===== src/rtl/vga_timing_pkg.sv =====
// ---------------------------------------------------------------------------
// vga_timing_pkg
// Shared raster constants for the pixel pipeline. Holds the 640x480@60
// default geometry, the resulting line/frame totals, and the start offsets of
// the visible window (H_ACT_START = 144, V_ACT_START = 35) that the background
// and sprite layers rely on. Also provides the region decode used by the
// timing generator.
// ---------------------------------------------------------------------------
package vga_timing_pkg;

   // Default 640x480@60 geometry (25 MHz pixel clock).
   localparam int H_ACTIVE_DEF  = 640;
   localparam int H_FP_DEF      = 16;
   localparam int H_SYNC_DEF    = 96;
   localparam int H_BP_DEF      = 48;
   localparam int V_ACTIVE_DEF  = 480;
   localparam int V_FP_DEF      = 10;
   localparam int V_SYNC_DEF    = 2;
   localparam int V_BP_DEF      = 33;
   localparam int FRAME_W_DEF   = 8;
   localparam int SYNC_DLY_DEF  = 2;

   // Width of h_count/v_count; 10 bits covers 0..799 and 0..524.
   localparam int CNT_W         = 10;

   localparam int H_TOTAL       = H_SYNC_DEF + H_BP_DEF + H_ACTIVE_DEF + H_FP_DEF;
   localparam int V_TOTAL       = V_SYNC_DEF + V_BP_DEF + V_ACTIVE_DEF + V_FP_DEF;

   // Lines are ordered sync, back porch, active, front porch, so the visible
   // window starts right after sync + back porch on both axes.
   localparam int H_ACT_START   = H_SYNC_DEF + H_BP_DEF;
   localparam int V_ACT_START   = V_SYNC_DEF + V_BP_DEF;

   typedef enum logic [1:0] {
      SEG_SYNC,
      SEG_BACK,
      SEG_ACTIVE,
      SEG_FRONT
   } seg_e;

   typedef struct packed {
      logic hsync;
      logic vsync;
      logic active;
      logic line_start;
      logic frame_start;
   } timing_flags_t;

   // Classifies a position along one axis into its raster segment.
   function automatic seg_e segment_of(input int pos, input int sync_len,
                                       input int bp_len, input int act_len);
      seg_e seg;
      if (pos < sync_len)
         seg = SEG_SYNC;
      else if (pos < sync_len + bp_len)
         seg = SEG_BACK;
      else if (pos < sync_len + bp_len + act_len)
         seg = SEG_ACTIVE;
      else
         seg = SEG_FRONT;
      return seg;
   endfunction

endpackage


===== src/rtl/mod_counter.sv =====
// ---------------------------------------------------------------------------
// mod_counter
// Modulo-N up counter with enable and synchronous active-high reset.
//   clk   : clock
//   rst   : synchronous reset, clears count to 0
//   en    : advance enable
//   count : current value, 0..N-1
//   wrap  : high while count sits on its terminal value N-1 (not gated by en),
//           so the next enabled edge returns count to 0
// ---------------------------------------------------------------------------
module mod_counter
   import vga_timing_pkg::*;
#(
   parameter int N = H_TOTAL,
   parameter int W = CNT_W
) (
   input  logic         clk,
   input  logic         rst,
   input  logic         en,
   output logic [W-1:0] count,
   output logic         wrap
);

   localparam logic [W-1:0] LAST = W'(N - 1);

   assign wrap = (count == LAST);

   // Counts 0..N-1 and rolls over to 0 on the enabled edge after the last value.
   always_ff @(posedge clk) begin
      if (rst)
         count <= '0;
      else if (en)
         count <= wrap ? '0 : count + W'(1);
   end

endmodule


===== src/rtl/vga_timing_gen.sv =====
// ---------------------------------------------------------------------------
// vga_timing_gen
// Free-running VGA raster timing generator (640x480@60 by default). Drives
// the pixel position consumed by the layer modules plus sync, visible-area,
// line/frame pulses and a frame counter used to pace animation.
//   clk         : pixel clock (25 MHz)
//   rst         : synchronous active-high reset
//   pix_en      : pixel advance enable; everything holds while low and the
//                 line/frame pulses are forced to 0
//   h_count     : horizontal position 0..H_TOTAL-1
//   v_count     : vertical position 0..V_TOTAL-1
//   hsync/vsync : active-low sync
//   active      : pixel is inside the visible window
//   line_start  : one-cycle pulse when h_count becomes 0
//   frame_start : one-cycle pulse when h_count and v_count both become 0
//   frame_cnt   : frames completed since reset, wrapping
// Build option: define VGA_TIMING_SYNC_DLY_EN to pass hsync/vsync through a
// SYNC_DLY-deep shift register (advancing on pix_en) so sync lines up with a
// registered colour path downstream. Without it, SYNC_DLY is ignored.
// ---------------------------------------------------------------------------
module vga_timing_gen
   import vga_timing_pkg::*;
#(
   parameter int H_ACTIVE = H_ACTIVE_DEF,
   parameter int H_FP     = H_FP_DEF,
   parameter int H_SYNC   = H_SYNC_DEF,
   parameter int H_BP     = H_BP_DEF,
   parameter int V_ACTIVE = V_ACTIVE_DEF,
   parameter int V_FP     = V_FP_DEF,
   parameter int V_SYNC   = V_SYNC_DEF,
   parameter int V_BP     = V_BP_DEF,
   parameter int FRAME_W  = FRAME_W_DEF,
   parameter int SYNC_DLY = SYNC_DLY_DEF
) (
   input  logic               clk,
   input  logic               rst,
   input  logic               pix_en,
   output logic [CNT_W-1:0]   h_count,
   output logic [CNT_W-1:0]   v_count,
   output logic               hsync,
   output logic               vsync,
   output logic               active,
   output logic               line_start,
   output logic               frame_start,
   output logic [FRAME_W-1:0] frame_cnt
);

   localparam int LINE_LEN    = H_SYNC + H_BP + H_ACTIVE + H_FP;
   localparam int FRAME_LINES = V_SYNC + V_BP + V_ACTIVE + V_FP;

   logic          h_wrap;
   logic          v_wrap;
   logic          v_en;
   logic [CNT_W-1:0] h_nxt;
   logic [CNT_W-1:0] v_nxt;
   seg_e          h_seg;
   seg_e          v_seg;
   timing_flags_t flags_nxt;
   timing_flags_t flags_q;

   // The vertical counter only steps on the pixel that closes a line.
   assign v_en = pix_en & h_wrap;

   mod_counter #(.N(LINE_LEN), .W(CNT_W)) u_h_cnt (
      .clk   (clk),
      .rst   (rst),
      .en    (pix_en),
      .count (h_count),
      .wrap  (h_wrap)
   );

   mod_counter #(.N(FRAME_LINES), .W(CNT_W)) u_v_cnt (
      .clk   (clk),
      .rst   (rst),
      .en    (v_en),
      .count (v_count),
      .wrap  (v_wrap)
   );

   // Decode from the position the counters will hold after the next advance,
   // so the registered flags land in the same cycle as the new counts.
   always_comb begin
      h_nxt = h_wrap ? '0 : h_count + CNT_W'(1);
      v_nxt = v_count;
      if (h_wrap)
         v_nxt = v_wrap ? '0 : v_count + CNT_W'(1);

      h_seg = segment_of(int'(h_nxt), H_SYNC, H_BP, H_ACTIVE);
      v_seg = segment_of(int'(v_nxt), V_SYNC, V_BP, V_ACTIVE);

      flags_nxt.hsync       = (h_seg != SEG_SYNC);
      flags_nxt.vsync       = (v_seg != SEG_SYNC);
      flags_nxt.active      = (h_seg == SEG_ACTIVE) && (v_seg == SEG_ACTIVE);
      flags_nxt.line_start  = (h_nxt == '0);
      flags_nxt.frame_start = (h_nxt == '0) && (v_nxt == '0);
   end

   // Level outputs hold while pix_en is low; the pulses are cleared so a stall
   // on the first pixel of a line can never stretch them. frame_cnt steps on
   // the same edge that raises frame_start, so frame 0 is counted when it ends.
   always_ff @(posedge clk) begin
      if (rst) begin
         flags_q   <= '{hsync: 1'b1, vsync: 1'b1, active: 1'b0,
                        line_start: 1'b0, frame_start: 1'b0};
         frame_cnt <= '0;
      end else if (pix_en) begin
         flags_q <= flags_nxt;
         if (flags_nxt.frame_start)
            frame_cnt <= frame_cnt + FRAME_W'(1);
      end else begin
         flags_q.line_start  <= 1'b0;
         flags_q.frame_start <= 1'b0;
      end
   end

   assign active      = flags_q.active;
   assign line_start  = flags_q.line_start;
   assign frame_start = flags_q.frame_start;

`ifdef VGA_TIMING_SYNC_DLY_EN
   logic [SYNC_DLY-1:0] hsync_sr;
   logic [SYNC_DLY-1:0] vsync_sr;

   // Sync delay line: steps only with pixel advance and idles high in reset,
   // so the delayed sync stays aligned to pixels rather than clock cycles.
   always_ff @(posedge clk) begin
      if (rst) begin
         hsync_sr <= '1;
         vsync_sr <= '1;
      end else if (pix_en) begin
         hsync_sr[0] <= flags_q.hsync;
         vsync_sr[0] <= flags_q.vsync;
         for (int i = 1; i < SYNC_DLY; i++) begin
            hsync_sr[i] <= hsync_sr[i-1];
            vsync_sr[i] <= vsync_sr[i-1];
         end
      end
   end

   assign hsync = hsync_sr[SYNC_DLY-1];
   assign vsync = vsync_sr[SYNC_DLY-1];
`else
   // Sync leaves straight from the decode registers; SYNC_DLY has no effect
   // here and only a non-negative depth is meaningful.
   if (SYNC_DLY >= 0) begin : g_sync_direct
      assign hsync = flags_q.hsync;
      assign vsync = flags_q.vsync;
   end
`endif

endmodule

===== config.mk =====
export PLATFORM = sky130hd
export DESIGN_NAME = vga_timing_gen
export DESIGN_NICKNAME = d
export VERILOG_FILES = /design/src/rtl/vga_timing_pkg.sv /design/src/rtl/mod_counter.sv /design/src/rtl/vga_timing_gen.sv
export SDC_FILE = /design/constraint.sdc
export NUM_CORES = 1
export LEC_CHECK = 0
export CAP_MARGIN = 10
export CORE_MARGIN = 1
export CORE_UTILIZATION = 57
export DETAILED_ROUTE_END_ITERATION = 10
export GPL_ROUTABILITY_DRIVEN = 0
export PLACE_DENSITY = 0.85
export SLEW_MARGIN = 20
export SYNTH_ARGS = -nofsm -noshare
export SYNTH_HDL_FRONTEND = slang
export SYNTH_SLANG_ARGS = --single-unit

===== constraint.sdc =====
create_clock -name clk -period 6.7 [get_ports clk]
set_input_delay 1.675 -clock clk [delete_from_list [all_inputs] [get_ports clk]]
set_output_delay 1.675 -clock clk [all_outputs]
set_load 0.05 [all_outputs]

# --- Word-level counts from Yosys, hierarchy flattened ---
# Index checks and enable logic that the tools add are counted.
totals:
  ff_bits: 33
  elab_cells: 40
  out_inout_bits: 33
  input_bits: 3
op_classes:
  bitwise: 2
  order_cmp: 6
  n_mux: 9
  reduce_logical: 8
  add_sub_neg: 3
  n_eq_ne: 4
ops:
  columns: ["op", "n"]
  rows:
  - ["$mux W10", 3]
  - ["$add A10 B1 Y10 const B", 2]
  - ["$eq A10 B10 Y1 const B", 2]
  - ["$logic_not A10 Y1", 2]
  - ["$lt A10 B10 Y1 const B", 2]
  - ["$lt A10 B2 Y1 const B", 1]
  - ["$lt A10 B6 Y1 const B", 1]
  - ["$lt A10 B7 Y1 const B", 1]
  - ["$lt A10 B8 Y1 const B", 1]
  - ["$add A8 B1 Y8 const B", 1]
  - ["$mux W2", 4]
  - ["$eq A2 B2 Y1 const B", 2]
  - ["$reduce_bool A2 Y1", 2]
  - ["$logic_and A1 B1 Y1", 2]
  - ["$mux W1", 2]
  - ["$reduce_and A2 Y1", 1]
  - ["$reduce_or A2 Y1", 1]
  - ["$and A1 B1 Y1", 1]
  - ["$not A1 Y1", 1]

# --- Logic depth before layout (Yosys ltp) ---
logic_depth:
  ltp_word: 9
  depth_mapped: 11
  depth_no_buf: 9

# --- Hierarchy ---
# From an unflattened synthesis, not the netlist that was laid out.
hier_totals:
  hier_cells: 277
  hier_area_um2: 2249.7
by_module_without_submodules:
  columns: ["mod", "instances", "cells_each", "area_per_inst_um2", "seq_area_each_um2"]
  rows:
  - ["vga_timing_gen", 1, 170, 1276.2, 260.2]
  - ["mod_counter at u_v_cnt", 1, 56, 509.2, 200.2]
  - ["mod_counter at u_h_cnt", 1, 51, 464.2, 200.2]

# --- Worst setup path before layout ---
# No wires, ideal clock.
synth_timing:
  path_type: "input-to-reg"
  start: "input port pix_en"
  end: "register frame_cnt[7]"
  slack_ps: 3638
  setup_time_ps: 123
  t_required_ps: 6577
  stages: 6
  arrival_ps: 2938
  path_buffers: 1
  path_cell_list: "clkbuf_1 -> o2111ai_1 -> nor2_1 -> o2111ai_1 -> nor4_1 -> mux2_1"
synth_via:
  elab_chain_cells: 1
synth_lines:
  columns: ["item", "line", "source"]
  rows:
  - ["from (decl)", "vga_timing_gen.sv:37", "input logic pix_en,"]
  - ["$reduce_and A2 Y1 (no source line)", null, null]
  - ["to (signal assigned)", "vga_timing_gen.sv:109", "frame_cnt <= frame_cnt + FRAME_W'(1);"]
  - ["to (decl)", "vga_timing_gen.sv:45", "output logic [FRAME_W-1:0] frame_cnt"]
# Every way passes these cells.
# A chain may end at the register's enable or synchronous reset.

# --- Worst setup path in the final report ---
# Same ends and word-level chain as after synthesis.

==> results_dict.tcl <==
set metrics [dict create \
    vdd_drop_max_uv 141 \
    max_cap_violations 0 \
    timing.hold.worst_path_depth 2 \
    htree_levels 2 \
    numPlacedInstances 351 \
    rr_worst_depth 8 \
    power.share.clock_pct 47.2 \
    power_leakage_nw 0.893 \
    ff2ff_setup_slack_ps 3520 \
    multi_input_area_sq_um 1380 \
    numCtsBuffers 5 \
    floorplan.rows 22 \
    clk_transition_reported_paths_ps 70 \
    layout-area-overhead-vs-synth_pct 19.9 \
    use_met1_pct 36.0 \
    drt_first_pass_iters 4 \
    netlist-cell-type-count 52 \
    setup.worst_path.start "pix_en" \
    finalHoldViolations 0 \
    largest_net_degree_at_the_start_of_global_routing 32 \
    post_route_cells_drive_above_1_share_pct 5.47 \
    crit_required_ps 6880 \
    die_h_microns 63.7 \
    post_cts_hold_buffer_count 0 \
    seqCellArea_sq_um 661 \
    critPathMostFrequentCell "sky130_fd_sc_hd__o2111ai_1" \
    rsz0062_at_grt "no" \
    globalRoute.busiestLayer "met2" \
    path_depth 6 \
    nNetsFinal 318 \
    avgRoutedWirePerCell_microns 14.5 \
    ys_async_sr_fraction_pct 0 \
    critPathMaxFanout 16 \
    syn_area_per_cell_sq_um 7.56 \
    worstReg2RegStart "u_h_cnt.count[0]" \
    timing.final.max_slew_violations 0 \
    dp_hpwl_microns 3450 \
    sw_share_pct 22.8 \
    mappedNetlistNets 295 \
    worstMarginPinSlew_ps 975 \
    cts.sink_count 33 \
    post_cts.resized_instances 0 \
    overall_die_area_sq_um 4060 \
    dr_total_vias 2260 \
    worstSetupEndpoint "frame_cnt[7]" \
    ctsLongestPathBuffers 2 \
    syn-cell-area_sq_um 2170 \
    grt_pass1_vias 1967 \
    clk-insertion-delay-late_ps 290 \
    antenna-diode-count 0 \
    filler_cell_count 302 \
    synth.ff_latch_count 33 \
    power_frac_comb_pct 5.4 \
    critical_path_s_slowest_cell "sky130_fd_sc_hd__clkdlybuf4s50_1" \
    setup_viol 0 \
    placeableCoreArea_sq_um 3660 \
    cts_root_buffer "sky130_fd_sc_hd__clkbuf_8" \
    skew_ps 2.92 \
    worstPathBufferInverterCount 1 \
    hold_class "flip-flop to flip-flop" \
    die_x_extent_microns 63.7 \
    use_met2_pct 42.3 \
    antenna_left 0 \
    critical-path-top-delay-family "buffers and inverters" \
    reg2reg_to "frame_cnt[7]" \
    io_pins 36 \
    wire_length_of_the_first_global_routing_pass_microns 8760 \
    worst_path_cell_chain "clkdlybuf4s50_1 -> o2111ai_1 -> nor2_1 -> o2111ai_1 -> nor4_1 -> mux2_1" \
    ys_dominant_reg_cell "sky130_fd_sc_hd__dfxtp_1" \
    ys.warnings.count 0 \
    synth_enable_flop_cells 0 \
    cell_int_power_mw 0.326 \
    timing.slew.headroom_pct 34.9 \
    wirelength_microns 5190 \
    synth.yosys.seq_area_share_pct 30.4 \
    cp_slowest_stage_delay_ps 840 \
    power.switching_mw 0.0962 \
    critPathKind "input port to flip-flop" \
    drt_iter0_markers 202 \
    layout.core_utilization_pct 71.1 \
    setup-tns-final_ps 0 \
    crit_arrival_ps 4190 \
    fin_hold_ws_ps 516 \
    run_status "complete, no violations" \
    fin_cells 359 \
    via_per_inst 6.30 \
    starting_density_of_the_core_pct 59.3 \
    antenna_violations_before_repair 0 \
    fin_crit_ps 4010 \
    grt_remaining_overflow 0 \
    post-route-period-util_pct 59.9 \
    crit_path_start_kind "input port" \
    setup.worst_path.end_class "flip-flop" \
    p_seq_share_pct 47.5 \
    post_cts.repair.setup_buffers 0 \
    power_density_nw_per_um2 162 \
    final_design_area_no_fill_sq_um 2600 \
    achievable-frequency_mhz 249 \
    netlist_instances 287 \
    postPlaceCellArea_sq_um 2480 \
    cts_tree "built" \
    globalRouteMet3Util_pct 5.98 \
    numPortBuffers 35 \
    drc 0 \
    gr-usage-all-layers_pct 27.2 \
]
==> sequential cells by signal (all words and copies together), names as in the netlist <==
| signal | cells |
|---|---|
| hsync | 1 |
| vsync | 1 |
| u_h_cnt.count | 10 |
| line_start | 1 |
| frame_start | 1 |
| frame_cnt | 8 |
| active | 1 |
| u_v_cnt.count | 10 |
==> power groups by stage <==
stage / combinational, mW / sequential (mW) / clock [mW]
2_1_floorplan: 0.00881 / 0.211 / 0
3_3_place_gp: 0.0222 / 0.205 / 0
3_5_place_dp: 0.0224 / 0.205 / 0
4_1_cts: 0.0226 / 0.200 / 0.203
5_1_grt: 0.0242 / 0.201 / 0.212
6_report: 0.0226 / 0.200 / 0.199
==> worst register-to-register path: stages (launching register included) <==
cell,delay (ps)
sky130_fd_sc_hd__dfxtp_1,450
sky130_fd_sc_hd__ha_1,300
sky130_fd_sc_hd__and4_1,370
sky130_fd_sc_hd__and3_4,340
sky130_fd_sc_hd__o2111ai_1,150
sky130_fd_sc_hd__nor2_1,160
sky130_fd_sc_hd__o2111ai_1,480
sky130_fd_sc_hd__nor4_1,480
sky130_fd_sc_hd__mux2_1,350
==> cell usage in the layout, fill, tap and decap left out, types with 5 or more instances in the layout <==
cell type,count
sky130_fd_sc_hd__xnor2_1,5
sky130_fd_sc_hd__xor2_1,5
sky130_fd_sc_hd__clkdlybuf4s50_1,35
sky130_fd_sc_hd__nor3_1,12
sky130_fd_sc_hd__and3_1,10
sky130_fd_sc_hd__dfxtp_1,33
sky130_fd_sc_hd__inv_1,7
sky130_fd_sc_hd__o31ai_1,6
sky130_fd_sc_hd__clkbuf_8,6
sky130_fd_sc_hd__o21ai_0,20
sky130_fd_sc_hd__a21oi_1,28
sky130_fd_sc_hd__nor2_1,32
sky130_fd_sc_hd__or3_1,5
sky130_fd_sc_hd__nand2_1,22
sky130_fd_sc_hd__ha_1,5
sky130_fd_sc_hd__nand3_1,17
sky130_fd_sc_hd__or4_1,6
sky130_fd_sc_hd__nand4_1,5
==> worst min-delay path by stage <==
stage / from / end / slack [ps]
2_1_floorplan: vsync / vsync / 700
3_3_place_gp: frame_cnt[3] / frame_cnt[3] / 480
3_5_place_dp: frame_cnt[3] / frame_cnt[3] / 500
4_1_cts: frame_cnt[3] / frame_cnt[3] / 510
5_1_grt: frame_cnt[3] / frame_cnt[3] / 540
6_report: vsync / vsync / 520
==> Yosys cell counts, types with 2 or more instances <==
library cell | count | share of area (%)
sky130_fd_sc_hd__o311a_1 | 2 | 0.92
sky130_fd_sc_hd__ha_1 | 5 | 2.9
sky130_fd_sc_hd__nand2b_1 | 2 | 0.58
sky130_fd_sc_hd__o211ai_1 | 2 | 0.69
sky130_fd_sc_hd__buf_2 | 3 | 0.69
sky130_fd_sc_hd__or3_1 | 5 | 1.4
sky130_fd_sc_hd__inv_1 | 7 | 1.2
sky130_fd_sc_hd__nand3b_1 | 2 | 0.69
sky130_fd_sc_hd__and2_1 | 3 | 0.87
sky130_fd_sc_hd__nor3_1 | 12 | 2.8
sky130_fd_sc_hd__xor2_1 | 5 | 2.0
sky130_fd_sc_hd__and4bb_1 | 2 | 1.2
sky130_fd_sc_hd__a211oi_1 | 3 | 1.0
sky130_fd_sc_hd__nand2_1 | 22 | 3.8
sky130_fd_sc_hd__a21oi_1 | 28 | 6.5
sky130_fd_sc_hd__o21ai_0 | 20 | 4.6
sky130_fd_sc_hd__or4_1 | 6 | 2.1
sky130_fd_sc_hd__nor4_1 | 2 | 0.58
sky130_fd_sc_hd__dfxtp_1 | 33 | 30
sky130_fd_sc_hd__nand3_1 | 17 | 3.9
sky130_fd_sc_hd__clkbuf_1 | 11 | 1.9
sky130_fd_sc_hd__xnor2_1 | 5 | 2.0
sky130_fd_sc_hd__buf_6 | 3 | 1.6
sky130_fd_sc_hd__nor2_1 | 32 | 5.5
sky130_fd_sc_hd__o2111ai_1 | 2 | 0.81
sky130_fd_sc_hd__and3_1 | 10 | 2.9
sky130_fd_sc_hd__o22a_1 | 3 | 1.2
sky130_fd_sc_hd__or2_2 | 2 | 0.58
sky130_fd_sc_hd__o21a_1 | 2 | 0.69
sky130_fd_sc_hd__nand4_1 | 5 | 1.4
sky130_fd_sc_hd__nor2b_1 | 2 | 0.58
sky130_fd_sc_hd__o31ai_1 | 6 | 2.1
sky130_fd_sc_hd__and4_1 | 3 | 1.2
sky130_fd_sc_hd__nor3b_1 | 2 | 0.69
==> cell type report <==
cell class	instances	share of cell area (%)
multi-input combinational	227	52.9
sequential	33	25.4
timing repair buffer	36	13.8
clock buffer	6	3.17
tap	48	2.31
clock inverter	2	1.44
inverter	7	1.01
==> stage by stage <==
step	power, mW	setup slack (ps)
final	0.422	2690
after global routing	0.436	2510
after CTS	0.425	2710
after detailed placement	0.227	2400
after global placement	0.227	2550
after floorplan	0.220	3640
==> metal layers <==
metal  vias to the layer above  wire length [microns]
li1                       1097                      -
met1                      1060                   2420
met2                        90                   2380
met3                        13                    295
met4                         0                     95
met5                         -                      0
==> kinds of logic (layout without fill, tap and decap cells) <==
family	after synthesis	count (layout)	synth area share, %
buf+inv	27	51	6.11
mux	2	2	0.980
flops	33	33	30.4
xor+xnor	10	10	4.04
compound gates	78	78	23.5
fa+ha+maj	5	5	2.88
simple gates	132	132	32.1
(Power assumes the default switching activity.)
